===== config.mk =====
export PLATFORM = sky130hd
export DESIGN_NAME = matmul_seq_ctrl
export DESIGN_NICKNAME = d
export VERILOG_FILES = /design/src/rtl/matmul_seq_ctrl.sv
export SDC_FILE = /design/constraint.sdc
export NUM_CORES = 1
export LEC_CHECK = 0
export CAP_MARGIN = 0
export CORE_AREA = 2 2 109 111
export DETAILED_ROUTE_END_ITERATION = 8
export DIE_AREA = 0 0 111 113
export PLACE_DENSITY = 0.72
export SKIP_CTS_REPAIR_TIMING = 1
export SYNTH_ARGS = -nofsm -noshare
export SYNTH_HDL_FRONTEND = slang
export SYNTH_SLANG_ARGS = --single-unit
export TNS_END_PERCENT = 10

===== constraint.sdc =====
create_clock -name clk -period 5.98 [get_ports clk]
set_input_delay 1.794 -clock clk [delete_from_list [all_inputs] [get_ports clk]]
set_output_delay 1.794 -clock clk [all_outputs]
set_load 0.05 [all_outputs]

===== src/rtl/matmul_seq_ctrl.sv =====
`default_nettype none
// ============================================================================
// Module   : matmul_seq_ctrl
// Brief    : 2x2 matrix product C = A x B sequenced through one shared
//            external multiplier; results commit together on completion.
// Revision : 1.0 - initial release
// ============================================================================
module matmul_seq_ctrl #(
    parameter int DW      = 4,
    parameter int PW      = 8,
    parameter int MUL_LAT = 0
) (
    input  logic          clk,
    input  logic          rst,
    input  logic          ld_valid,
    input  logic [2:0]    ld_idx,
    input  logic [DW-1:0] ld_data,
    output logic          ld_ready,
    input  logic          start,
    output logic          busy,
    output logic          done,
    output logic [DW-1:0] mul_a,
    output logic [DW-1:0] mul_b,
    input  logic [PW-1:0] mul_p,
    input  logic [1:0]    c_sel,
    output logic [PW:0]   c_out,
    output logic          c_valid
);

    localparam int c_WAIT_W = (MUL_LAT > 1) ? $clog2(MUL_LAT) : 1;
    localparam logic [c_WAIT_W-1:0] c_WAIT_LAST = c_WAIT_W'((MUL_LAT > 0) ? MUL_LAT - 1 : 0);

    typedef enum logic [1:0] {
        S_IDLE  = 2'd0,
        S_ISSUE = 2'd1,
        S_WAIT  = 2'd2,
        S_DONE  = 2'd3
    } state_t;

    state_t                r_state;
    logic [2:0]            r_term;
    logic [c_WAIT_W-1:0]   r_wait;
    logic [DW-1:0]         r_a [4];
    logic [DW-1:0]         r_b [4];
    logic [PW:0]           r_acc;
    logic [PW:0]           r_stage [3];
    logic [PW:0]           r_res [4];
    logic                  r_busy;
    logic                  r_done;
    logic                  r_c_valid;
    logic [DW-1:0]         r_mul_a;
    logic [DW-1:0]         r_mul_b;

    logic [2:0]            w_nt;
    logic [DW-1:0]         w_nxt_a;
    logic [DW-1:0]         w_nxt_b;
    logic [DW-1:0]         w_a00;
    logic [DW-1:0]         w_b00;
    logic [PW:0]           w_sum;
    logic                  w_capture;

    // Term index bits are {row i, col j, inner k}: operands A[i][k] and B[k][j].
    assign w_nt      = r_term + 3'd1;
    assign w_nxt_a   = r_a[{w_nt[2], w_nt[0]}];
    assign w_nxt_b   = r_b[{w_nt[0], w_nt[1]}];
    assign w_a00     = (ld_valid && ld_idx == 3'd0) ? ld_data : r_a[0];
    assign w_b00     = (ld_valid && ld_idx == 3'd4) ? ld_data : r_b[0];
    assign w_sum     = r_acc + {1'b0, mul_p};
    assign w_capture = ((r_state == S_ISSUE) && (MUL_LAT == 0)) ||
                       ((r_state == S_WAIT) && (r_wait == c_WAIT_LAST));

    always_ff @(posedge clk or posedge rst) begin
        if (rst) begin
            r_state   <= S_IDLE;
            r_term    <= '0;
            r_wait    <= '0;
            r_acc     <= '0;
            r_busy    <= 1'b0;
            r_done    <= 1'b0;
            r_c_valid <= 1'b0;
            r_mul_a   <= '0;
            r_mul_b   <= '0;
            for (int i = 0; i < 4; i++) begin
                r_a[i]   <= '0;
                r_b[i]   <= '0;
                r_res[i] <= '0;
            end
            for (int i = 0; i < 3; i++) begin
                r_stage[i] <= '0;
            end
        end else begin
            r_done <= 1'b0;
            case (r_state)
                S_IDLE: begin
                    if (ld_valid) begin
                        if (ld_idx[2]) r_b[ld_idx[1:0]] <= ld_data;
                        else           r_a[ld_idx[1:0]] <= ld_data;
                        r_c_valid <= 1'b0;
                    end
                    // Term 0 operands bypass a same-cycle load of A00/B00.
                    if (start) begin
                        r_state <= S_ISSUE;
                        r_term  <= '0;
                        r_busy  <= 1'b1;
                        r_mul_a <= w_a00;
                        r_mul_b <= w_b00;
                    end
                end
                S_ISSUE: begin
                    if (MUL_LAT != 0) begin
                        r_state <= S_WAIT;
                        r_wait  <= '0;
                    end
                end
                S_WAIT: begin
                    r_wait <= r_wait + 1'b1;
                end
                S_DONE: begin
                    r_state <= S_IDLE;
                    r_busy  <= 1'b0;
                end
                default: r_state <= S_IDLE;
            endcase

            if (w_capture) begin
                if (!r_term[0]) begin
                    r_acc <= {1'b0, mul_p};
                end else begin
                    case (r_term[2:1])
                        2'd0: r_stage[0] <= w_sum;
                        2'd1: r_stage[1] <= w_sum;
                        2'd2: r_stage[2] <= w_sum;
                        default: begin
                            r_res[0] <= r_stage[0];
                            r_res[1] <= r_stage[1];
                            r_res[2] <= r_stage[2];
                            r_res[3] <= w_sum;
                        end
                    endcase
                end
                if (r_term == 3'd7) begin
                    r_state   <= S_DONE;
                    r_done    <= 1'b1;
                    r_c_valid <= 1'b1;
                    r_mul_a   <= '0;
                    r_mul_b   <= '0;
                end else begin
                    r_term  <= w_nt;
                    r_state <= S_ISSUE;
                    r_mul_a <= w_nxt_a;
                    r_mul_b <= w_nxt_b;
                end
            end
        end
    end

    assign ld_ready = (r_state == S_IDLE);
    assign busy     = r_busy;
    assign done     = r_done;
    assign c_valid  = r_c_valid;
    assign mul_a    = r_mul_a;
    assign mul_b    = r_mul_b;
    assign c_out    = r_res[c_sel];

endmodule
`default_nettype wire


# Yosys cells after proc, flatten, opt, wreduce, memory -nomap -nowiden
# Index checks and enable logic that the tools add are counted.
[word_totals] word_cells=111 ff_bits=120 in_bits=21 latchBits=0 mem_count=0 mem_bits_ro=0 ram_bits=0 output_inout_bits=21
[op_classes] n_shift=0 n_eq_ne=9 order_cmp=5 n_mux=39 bitwise=8 n_reduce_logical=23 n_mul=0 div_mod_pow=0 add_sub_neg=3
[op_table] cell="4-bit two-way mux" count=15
[op_table] cell="16-bit bitwise mux" count=2
[op_table] cell="9-bit binary-select mux with 2-bit select" count=1
[op_table] cell="9-bit two-way mux" count=2
[op_table] cell="3-bit AND reduction" count=6
[op_table] cell="4-bit binary-select mux with 2-bit select" count=2
[op_table] cell="3-bit greater-or-equal comparator (second input constant)" count=4
[op_table] cell="3-bit two-way mux" count=4
[op_table] cell="2-bit NOT with 3-bit output" count=4
[op_table] cell="8-bit by 8-bit adder with 9-bit output" count=1
[op_table] cell="4-bit demux with 2-bit select" count=1
[op_table] cell="2-bit AND reduction" count=4
[op_table] cell="1-bit two-way mux" count=7
[op_table] cell="2-bit == test (second input constant)" count=3
[op_table] cell="3-bit == test (second input constant)" count=2
[op_table] cell="2-bit two-way mux" count=3
[op_table] cell="2-bit nonzero test" count=3
[op_table] cell="2-bit by 1-bit == test with 1-bit output (second input constant)" count=2
[op_table] cell="1-bit logical AND" count=4
[op_table] cell="2-bit logical NOT" count=2
[op_table] cell="1-bit NOT" count=4
[op_table] cell="2-bit one-hot mux with 2 select lines" count=1
[op_table] cell="3-bit by 1-bit adder with 3-bit output (second input constant)" count=1
[op_table] cell="3-bit logical NOT" count=1
[op_table] cell="other kinds (8)" count=8

# Logic depth before layout (Yosys ltp)
# Gate-level depths: netlist (run 1).
[logic_depth] depth_word=7 ltp_mapped=8 ltp_nobuf=8

# Worst setup path before layout (run 1)
# OpenSTA, ideal clock, no wires.
[synth_path] kind="in2out" from="input port c_sel[0]" to="output port c_out[0]" required_ps=4186 path_buffers=1 cell_stages=2 t_arrival_ps=2736 path_slack_ps=1450 path_cell_list="buf_2 mux4_2"
[synth_between] elab_chain_cells=4
[synth_rtl] element="start, declared" line_no="25" source="input logic [1:0] c_sel,"
[synth_rtl] element="2-bit NOT with 3-bit output (not written as such)" line_no="163" source="assign c_out = r_res[c_sel];"
[synth_rtl] element="9-bit binary-select mux with 2-bit select" line_no="163"
[synth_rtl] element="9-bit two-way mux (not written as such) (2 in a row)" line_no="163"
[synth_rtl] element="end, declared" line_no="26" source="output logic [PW:0] c_out,"
# No other way between the ends. The select of a mux whose other input is x is not followed.

# Worst setup path in the final report (run 1)
[layout_path] from="input port c_sel[0]" to="output port c_out[6]"
# The elaborated chain is that of the path after synthesis.

==> results of run 1 <==
-- registers in the layout, summed over array words and instances (netlist names), 2 cells and up --
register,count
mul_a,4
r_acc,8
r_a,16
r_b,16
r_res,36
mul_b,4
r_stage,27
r_term,3
r_state,2
-- cells in the mapped netlist, drive strengths merged --
cell type	instances	area, um^2
nand2	137	514.2
dfrtp	120	3003
o21ai	46	241.5
mux2	42	476.7
buf	21	141.4
mux4	17	382.9
a21oi	15	75.07
nor2	14	60.06
ha	10	125.1
mux2i	10	103.9
inv	7	26.28
xor2	6	52.55
clkbuf	4	17.52
nand2b	4	35.03
and2	3	20.02
nand4	3	25.02
nand4b	3	32.53
a211oi	2	15.01
a21o	2	15.01
nand3	2	10.01
nor2b	2	12.51
o211ai	2	15.01
and2b	1	7.510
and4	1	8.760
and4b	1	10.01
fa	1	20.02
nand3b	1	20.02
nor4b	1	23.77
nor4bb	1	10.01
o21a	1	7.510
o21bai	1	7.510
o22ai	1	6.260
o2bb2ai	1	8.760
xnor2	1	8.760
-- through the flow --
stage | instances | instance area [um^2] | hold WS [ns] | util | power (mW)
after floorplan | 484 | 5539 | 0.4324 | - | 2.538
after global placement | 647 | 5982 | 0.4430 | 0.5307 | 2.829
after detailed placement | 647 | 5982 | 0.4514 | 0.5307 | 2.898
after CTS | 679 | 6639 | 0.4606 | 0.5890 | 4.048
after global routing | 679 | 6639 | 0.4942 | 0.5890 | 4.280
final | 679 | 6639 | 0.4573 | 0.5890 | 4.012
-- layout make-up --
type / count / area (um^2) / share of cell area
flip-flops and latches: 120 / 3003 / 0.4523
multi-input cells: 332 / 2351 / 0.3541
clock buffers: 24 / 491.7 / 0.07407
repair buffers: 45 / 420.4 / 0.06332
well taps: 143 / 178.9 / 0.02695
clock inverters: 8 / 165.2 / 0.02488
inverters: 7 / 28.78 / 0.004335
-- critical path, delay by kind of cell --
kind | cells | cell delay (ns)
muxes | 1 | 0.52
buffers and inverters | 2 | 1.22
-- kinds of logic (layout without fill, tap and decap cells) --
logic type                 Yosys count  count (layout)  synth area share
adders and majority gates           11              11           0.02620
buffers and inverters               32              84           0.03343
DFF                                120             120            0.5421
muxes                               69              69            0.1739
AOI/OAI and AO/OA                   71              71           0.07070
and+or+nand+nor                    174             174            0.1425
xor gates and xnor gates             7               7           0.01107
-- worst paths after layout --
kind                            slack, ns  depth (start not counted)        end
worst max-delay path                 0.65                          3   c_out[6]
worst min-delay path                 0.46                          2  r_res[14]
worst max register to register       3.40                          5   r_res[5]
worst min register to register       0.46                          2  r_res[14]
max in group asynchronous            3.19                          3   mul_a[0]
min in group asynchronous            1.92                          2  r_res[29]
-- power breakdown --
group          leakage, nW  internal, mW  total (mW)  switching (mW)
Combinational         1.27         0.626        1.44           0.815
Clock                0.324         0.781        1.11           0.333
Sequential            1.48          1.20        1.46           0.254
-- metal layers --
| layer | track usage | part of all wire |
|---|---|---|
| met1 | 0.2326 | 0.43 |
| met2 | 0.3313 | 0.51 |
| met3 | 0.06588 | 0.044 |
| met4 | 0.06500 | 0.012 |
| met5 | 0 | 0 |
==> flow_summary.yaml, run 1 <==
synth:
  synth.avg_cell_area_um2: 11.44
  syn_area_um2: 5539
  ys_warn_count: 0
  syn_nets: 516
  netlist_instances: 484
  ys_seq_area_frac: 0.5421
  ys_types: 48
  ys_ff_latch: 120
routing:
  drt_iter0_drc: 151
  wirelength_mm: 10.95
  ant_nets: 0
  drc_errors: 0
  vias_per_cell: 5.365
  num_vias: 3643
  avgRoutedWirePerCell_um: 16.13
  drtPass1Iterations: 4
cells_and_area:
  final_cell_mix: "nand2_1 (137), dfrtp_1 (120), mux2_2 (41), clkdlybuf4s50_1 (33), o21ai_0 (32)"
  num_antenna_cells: 0
  fin_nets: 555
  area_delta_synth_final_pct: 19.86
  nFillCells: 888
  drive_gt1_frac: 0.2071
  final_common_cell: "nand2_1"
setup_path:
  path_common_cell: "clkdlybuf4s50_1"
  arrival_ns: 3.53
  rr_startpoint: "r_state[0]"
  cp_cell_sequence: "clkdlybuf4s50_1, mux4_2, clkdlybuf4s50_1"
  cp_slowest_cell: "clkdlybuf4s50_1"
  critPathRequiredTime_ns: 4.19
  critical_path.startpoint: "c_sel[0]"
  crit_path_start_kind: "input pin"
  crit_type: "input pin to output pin"
  cpPeakStageDelay_ns: 0.71
  crit_fanout: 2
  end_kind: "output pin"
global_route:
  antenna_found_initial: 0
  track_usage: 0.1939
  grt_overflow: 0
  grt_pass1_vias: 3839
  grt_start_max_net_pins: 73
  grt_pass1_wl_mm: 19.02
timing:
  timing.final.ws_setup_ns: 0.6535
  finalSetupViolCount: 0
  slew_viol_final: 0
  fmax_mhz: 187.7
  timing.final.crit_share: 0.8907
  rsz0062_at_grt: "no"
  hold_viol: 0
  skew_ns: 0.008911
  maxSlewHeadroom: 0.2326
  finalCriticalPeriod_ns: 5.327
  setup_tns_ns: 0
  tightest_slew_ns: 1.136
clock_tree:
  clock_sinks: 120
  cts_tree: "done"
  insertion_delay_ns: 0.41
  htreeDepth: 4
  clockBufferDepth: 2
  cts_root_buf: "clkbuf_16"
  clk_pin_slew_ns: 0.05
  cts_buffers: 17
floorplanning:
  rows: 39
  dieArea_um2: 12540
  io-pin-count: 42
  start_util: 0.4914
  core_um2: 11270
  die_x_um: 111
  fp.dieH_um: 113
placement:
  hpwl_mm: 7.331
  gp_congestion: 0.7801
  dpl_worst_slack_ns: 0.6438
  port_buffers: 41
flow_run:
  drv_cap: 0
power:
  power_density_nw_per_um2: 604.3
  leakage_nw: 3.067
  vdd_drop_max_uv: 352.8
worst_hold_path:
  hp-class: "flip-flop to flip-flop"
  hp-start: "r_stage[5]"
status:
  status: "finished clean"
Note: power is estimated with default switching activity, not from simulation.
==> run 2: changes to the inputs <==
--- a/config.mk
+++ b/config.mk
@@ -7,6 +7,7 @@
 export LEC_CHECK = 0
 export CAP_MARGIN = 0
 export CORE_AREA = 2 2 109 111
+export CTS_BUF_LIST = sky130_fd_sc_hd__clkbuf_2 sky130_fd_sc_hd__clkbuf_4 sky130_fd_sc_hd__clkbuf_8
 export DETAILED_ROUTE_END_ITERATION = 8
 export DIE_AREA = 0 0 111 113
 export PLACE_DENSITY = 0.72
==> constraint.sdc (replaced) <==
create_clock -name clk -period 6.4 [get_ports clk]
set_input_delay 1.92 -clock clk [delete_from_list [all_inputs] [get_ports clk]]
set_output_delay 1.92 -clock clk [all_outputs]
set_load 0.05 [all_outputs]
==> run 2 against run 1 <==
Net effect: register-to-register slack better by 0.40 ns; power fell by 17%; clock skew barely moved; first-iteration DRC count grew 29%; via count shrank 0.11%; sequential cell count stayed put; die area did not move; cell area decreased by 4.3%; clock-buffer cell count down 3; cell count is 0.15% lower; sequential power down 7%; largest power group unchanged.
==> flow_summary.yaml, run 2 (same netlist as run 1, synthesis figures left out) <==
global_route:
  grt_overflow: 0
  grt_pass1_vias: 3689
  grt_start_max_net_pins: 54
  track_usage: 0.1818
  antenna_found_initial: 0
  grt_pass1_wl_mm: 18.06
setup_path:
  crit_end: "c_out[8]"
  rr_startpoint: "r_state[0]"
  end_kind: "output pin"
  crit_path_start_kind: "input pin"
  arrival_ns: 3.84
  crit_fanout: 9
  r2r_cells: 5
  critPathRequiredTime_ns: 4.48
  critical_path.startpoint: "c_sel[0]"
  r2r_setup_slack_ns: 3.80
  r2r_end: "r_res[8]"
  crit_type: "input pin to output pin"
timing:
  timing.final.crit_share: 0.9000
  finalSetupViolCount: 0
  skew_ns: 0.009022
  fmax_mhz: 173.6
  finalCriticalPeriod_ns: 5.760
  maxSlewHeadroom: 0.2100
  rsz0062_at_grt: "no"
  hold_viol: 0
  slew_viol_final: 0
  tightest_slew_ns: 1.169
  setup_tns_ns: 0
clock_tree:
  clk_pin_slew_ns: 0.06
  cts_buffers: 17
  insertion_delay_ns: 0.44
  cts_root_buf: "clkbuf_8"
  cts_tree: "done"
  htreeDepth: 4
  clockBufferDepth: 2
  clock_sinks: 120
cells_and_area:
  largest_register_ffs: 36
  drive_gt1_frac: 0.1963
  fin_util: 0.5634
  final_cell_mix: "nand2_1 (137), dfrtp_1 (120), mux2_2 (41), clkdlybuf4s50_1 (41), o21ai_0 (32)"
  fin_nets: 554
  num_antenna_cells: 0
  top_register: "r_res"
  nFillCells: 940
  area_delta_synth_final_pct: 14.66
  final_common_cell: "nand2_1"
  design_area_um2: 6351
  reg.largest.list: "r_res (36), r_stage (27)"
routing:
  ant_nets: 0
  drt_iter0_drc: 195
  vias_per_cell: 5.367
  num_vias: 3639
  wirelength_mm: 10.44
  drtPass1Iterations: 4
  drc_errors: 0
  avgRoutedWirePerCell_um: 15.39
floorplanning:
  dieArea_um2: 12540
  die_x_um: 111
  core_um2: 11270
  io-pin-count: 42
  fp.dieH_um: 113
  start_util: 0.4914
  rows: 39
status:
  status: "finished clean"
placement:
  post_dp_cell_area_um2: 5995
  gp_congestion: 0.7859
  hpwl_mm: 7.180
  port_buffers: 41
power:
  vdd_drop_max_uv: 368.4
  power_density_nw_per_um2: 522.1
  leakage_nw: 2.926
flow_run:
  drv_cap: 0
worst_hold_path:
  hp-class: "flip-flop to flip-flop"
## run 2: cell count changes in the layout (fill, tap and decap cells not counted), sizes merged
cell / before / now
clkinv: 3 / 10
clkdlybuf4s50: 33 / 41
buf: 12 / 3
bufinv: 5 / 1
clkbuf: 24 / 21
## run 2: final cells by class
class	instances	area (um^2)	area share
Timing Repair Buffer	44	432.9	0.06816
Inverter	7	28.78	0.004531
Sequential cell	120	3003	0.4728
Clock inverter	11	80.08	0.01261
Multi-Input combinational cell	332	2351	0.3702
Tap cell	143	178.9	0.02817
Clock buffer	21	276.5	0.04354
## run 2: metal layers
layer | up-vias | global-route usage | part of all wire | routed length, um
met5 | - | 0 | 0 | 0
li1 | 1747 | - | - | -
met1 | 1804 | 0.2405 | 0.46 | 4802
met2 | 71 | 0.2843 | 0.48 | 5014
met4 | 0 | 0.07583 | 0.019 | 203
met3 | 17 | 0.05303 | 0.040 | 417
## run 2: worst max-delay path, stage by stage
cell and delay [ns]:
clkdlybuf4s50_1 0.46, buf_4 0.21, mux4_2 0.53, clkdlybuf4s50_1 0.71
## run 2: worst min path at each step
| stage | from | end | slack, ns | cells after the start |
|---|---|---|---|---|
| after floorplan | r_stage[9] | r_res[18] | 0.43 | 2 |
| after global placement | r_stage[0] | r_res[9] | 0.45 | 2 |
| after detailed placement | r_stage[6] | r_res[15] | 0.45 | 2 |
| after CTS | r_stage[6] | r_res[15] | 0.47 | 2 |
| after global routing | r_stage[2] | r_res[11] | 0.48 | 2 |
| final | r_stage[6] | r_res[15] | 0.47 | 2 |
## run 2: where the power goes
part	switching (mW)	leakage (nW)	total [mW]	internal, mW
combinational	0.749	1.25	1.34	0.593
clock	0.290	0.199	0.618	0.328
sequential	0.234	1.48	1.36	1.12
total	1.27	2.93	3.32	2.04
## run 2: through the flow
stage               cells  hold WS, ns  total power, mW  setup WS [ns]
floorplan             484       0.4324            2.371          1.294
global placement      646       0.4450            2.649         0.6305
detailed placement    646       0.4506            2.712         0.6277
CTS                   678       0.4673            3.339         0.6162
global route          678       0.4842            3.553         0.5724
finish                678       0.4651            3.316         0.6399
==> run 3: changes to the inputs <==
--- a/config.mk
+++ b/config.mk
@@ -5,11 +5,13 @@
 export SDC_FILE = /design/constraint.sdc
 export NUM_CORES = 1
 export LEC_CHECK = 0
+export ABC_CLOCK_PERIOD_IN_PS = 6400
 export CAP_MARGIN = 0
 export CORE_AREA = 2 2 109 111
 export CTS_BUF_LIST = sky130_fd_sc_hd__clkbuf_2 sky130_fd_sc_hd__clkbuf_4 sky130_fd_sc_hd__clkbuf_8
 export DETAILED_ROUTE_END_ITERATION = 8
 export DIE_AREA = 0 0 111 113
+export GPL_TIMING_DRIVEN = 0
 export PLACE_DENSITY = 0.72
 export SKIP_CTS_REPAIR_TIMING = 1
 export SYNTH_ARGS = -nofsm -noshare
==> run 3 against run 2 <==
Net effect: worst setup slack better by 0.35 ns; fmax up 6.4%; non-clock buffer count up 15; clock skew down 0.0014 ns; global-route usage up 0.88 points; clock-buffer cell count up 4; utilization up 1.5 points; combinational power up 6%; wire length up 4.3%; sequential power about the same; critical path type unchanged; highest routed layer unchanged.
==> flow_summary.yaml, run 3 (same netlist as run 1, synthesis figures left out) <==
worst_hold_path:
  hold_depth: 2
  hp-start: "r_stage[3]"
  hp-class: "flip-flop to flip-flop"
power:
  design_power_total_mw: 3.481
  leakage_nw: 3.012
  power_density_nw_per_um2: 534.3
  vdd_drop_max_uv: 363.8
floorplanning:
  start_util: 0.4914
  core_um2: 11270
  fp.dieH_um: 113
  io-pin-count: 42
  die_x_um: 111
  dieArea_um2: 12540
  rows: 39
setup_path:
  crit_path_start_kind: "input pin"
  arrival_ns: 3.49
  critPathRequiredTime_ns: 4.48
  rr_startpoint: "r_acc[0]"
  crit_fanout: 9
  crit_type: "input pin to output pin"
  end_kind: "output pin"
  critical_path.startpoint: "c_sel[0]"
  r2r_cells: 8
cells_and_area:
  fin_nets: 569
  top_register: "r_res"
  nFillCells: 934
  reg.largest.list: "r_res (36), r_stage (27)"
  area_delta_synth_final_pct: 17.62
  final_cells: 693
  design_area_um2: 6515
  largest_register_ffs: 36
  final_common_cell: "nand2_1"
  drive_gt1_frac: 0.2273
  final_cell_mix: "nand2_1 (137), dfrtp_1 (120), mux2_2 (41), clkdlybuf4s50_1 (33), o21ai_0 (32)"
  num_antenna_cells: 0
routing:
  drt_iter0_drc: 209
  vias_per_cell: 5.253
  num_vias: 3640
  drc_errors: 0
  drtPass1Iterations: 6
  wirelength_mm: 10.89
  avgRoutedWirePerCell_um: 15.71
  ant_nets: 0
timing:
  hold_viol: 0
  rsz0062_at_grt: "no"
  finalCriticalPeriod_ns: 5.412
  tightest_slew_ns: 0.5863
  skew_ns: 0.007659
  finalSetupViolCount: 0
  slew_viol_final: 0
  timing.final.ws_setup_ns: 0.9878
  maxSlewHeadroom: 0.6091
  fmax_mhz: 184.8
  timing.final.crit_share: 0.8457
clock_tree:
  cts_buffers: 17
  insertion_delay_ns: 0.42
  clk_pin_slew_ns: 0.07
  cts_tree: "done"
  htreeDepth: 4
  clockBufferDepth: 2
  clock_sinks: 120
  cts_root_buf: "clkbuf_8"
placement:
  dp_cells: 661
  dpl_worst_slack_ns: 0.9739
  hpwl_mm: 7.907
  post_dp_cell_area_um2: 6081
  port_buffers: 33
  gp_congestion: 0.8080
global_route:
  grt_start_max_net_pins: 99
  grt_pass1_wl_mm: 18.93
  track_usage: 0.1906
  antenna_found_initial: 0
  grt_overflow: 0
  grt_pass1_vias: 3824
flow_run:
  drv_cap: 0
status:
  status: "finished clean"
[run 3: cell types whose count changed in the layout (fill, tap and decap cells not counted), moves of 2 or more]
| cell | before | now |
|---|---|---|
| bufinv_16 | 1 | 3 |
| clkbuf_1 | 0 | 2 |
| clkbuf_8 | 19 | 21 |
| buf_6 | 0 | 4 |
| clkbuf_4 | 2 | 4 |
| clkdlybuf4s50_1 | 41 | 33 |
| clkbuf_2 | 0 | 2 |
| buf_4 | 3 | 5 |
| clkinv_2 | 10 | 2 |
| buf_2 | 0 | 11 |
| clkinvlp_4 | 0 | 2 |
[run 3: stage by stage]
| stage | utilization | TNS [ns] | hold WS, ns |
|---|---|---|---|
| finish | 0.5780 | 0 | 0.4657 |
| global placement | 0.5366 | -33.41 | 0.4469 |
| global route | 0.5780 | 0 | 0.4691 |
| CTS | 0.5780 | 0 | 0.4677 |
| detailed placement | 0.5395 | 0 | 0.4509 |
| floorplan | - | 0 | 0.4324 |
[run 3: layout make-up]
| class | instances | area [um^2] | area share |
|---|---|---|---|
| Clock inverter | 7 | 115.1 | 0.01767 |
| Timing Repair Buffer | 34 | 357.8 | 0.05493 |
| Inverter | 7 | 31.28 | 0.004801 |
| Buffer | 25 | 158.9 | 0.02439 |
| Sequential cell | 120 | 3003 | 0.4609 |
| Tap cell | 143 | 178.9 | 0.02746 |
| Multi-Input combinational cell | 332 | 2351 | 0.3609 |
| Clock buffer | 25 | 319.1 | 0.04897 |
[run 3: report_power, final]
| group | internal [mW] | switching (mW) | leakage, nW | total, mW |
|---|---|---|---|---|
| Sequential | 1.12 | 0.211 | 1.48 | 1.33 |
| Combinational | 0.628 | 0.789 | 1.32 | 1.42 |
| Clock | 0.443 | 0.288 | 0.220 | 0.731 |
| Total | 2.19 | 1.29 | 3.01 | 3.48 |
[run 3: critical path, cell delays in order]
cell and delay, ns:
buf_2 0.29, mux4_2 0.55, clkdlybuf4s50_1 0.72
[run 3: worst paths after layout]
| check | to | slack (ns) |
|---|---|---|
| hold reg to reg | r_res[12] | 0.47 |
| min in group asynchronous | r_res[33] | 1.81 |
| setup reg to reg | r_res[6] | 4.36 |
| setup / recovery | c_out[0] | 0.99 |
| hold / removal | r_res[12] | 0.47 |
| max in group asynchronous | r_b[8] | 3.87 |
[run 3: per-layer routing]
metal,wire length [um],share of wire,global-route usage
met5,0,0,0
met4,212,0.019,0.08917
met3,308,0.028,0.04392
met2,5404,0.50,0.3182
met1,4960,0.46,0.2381
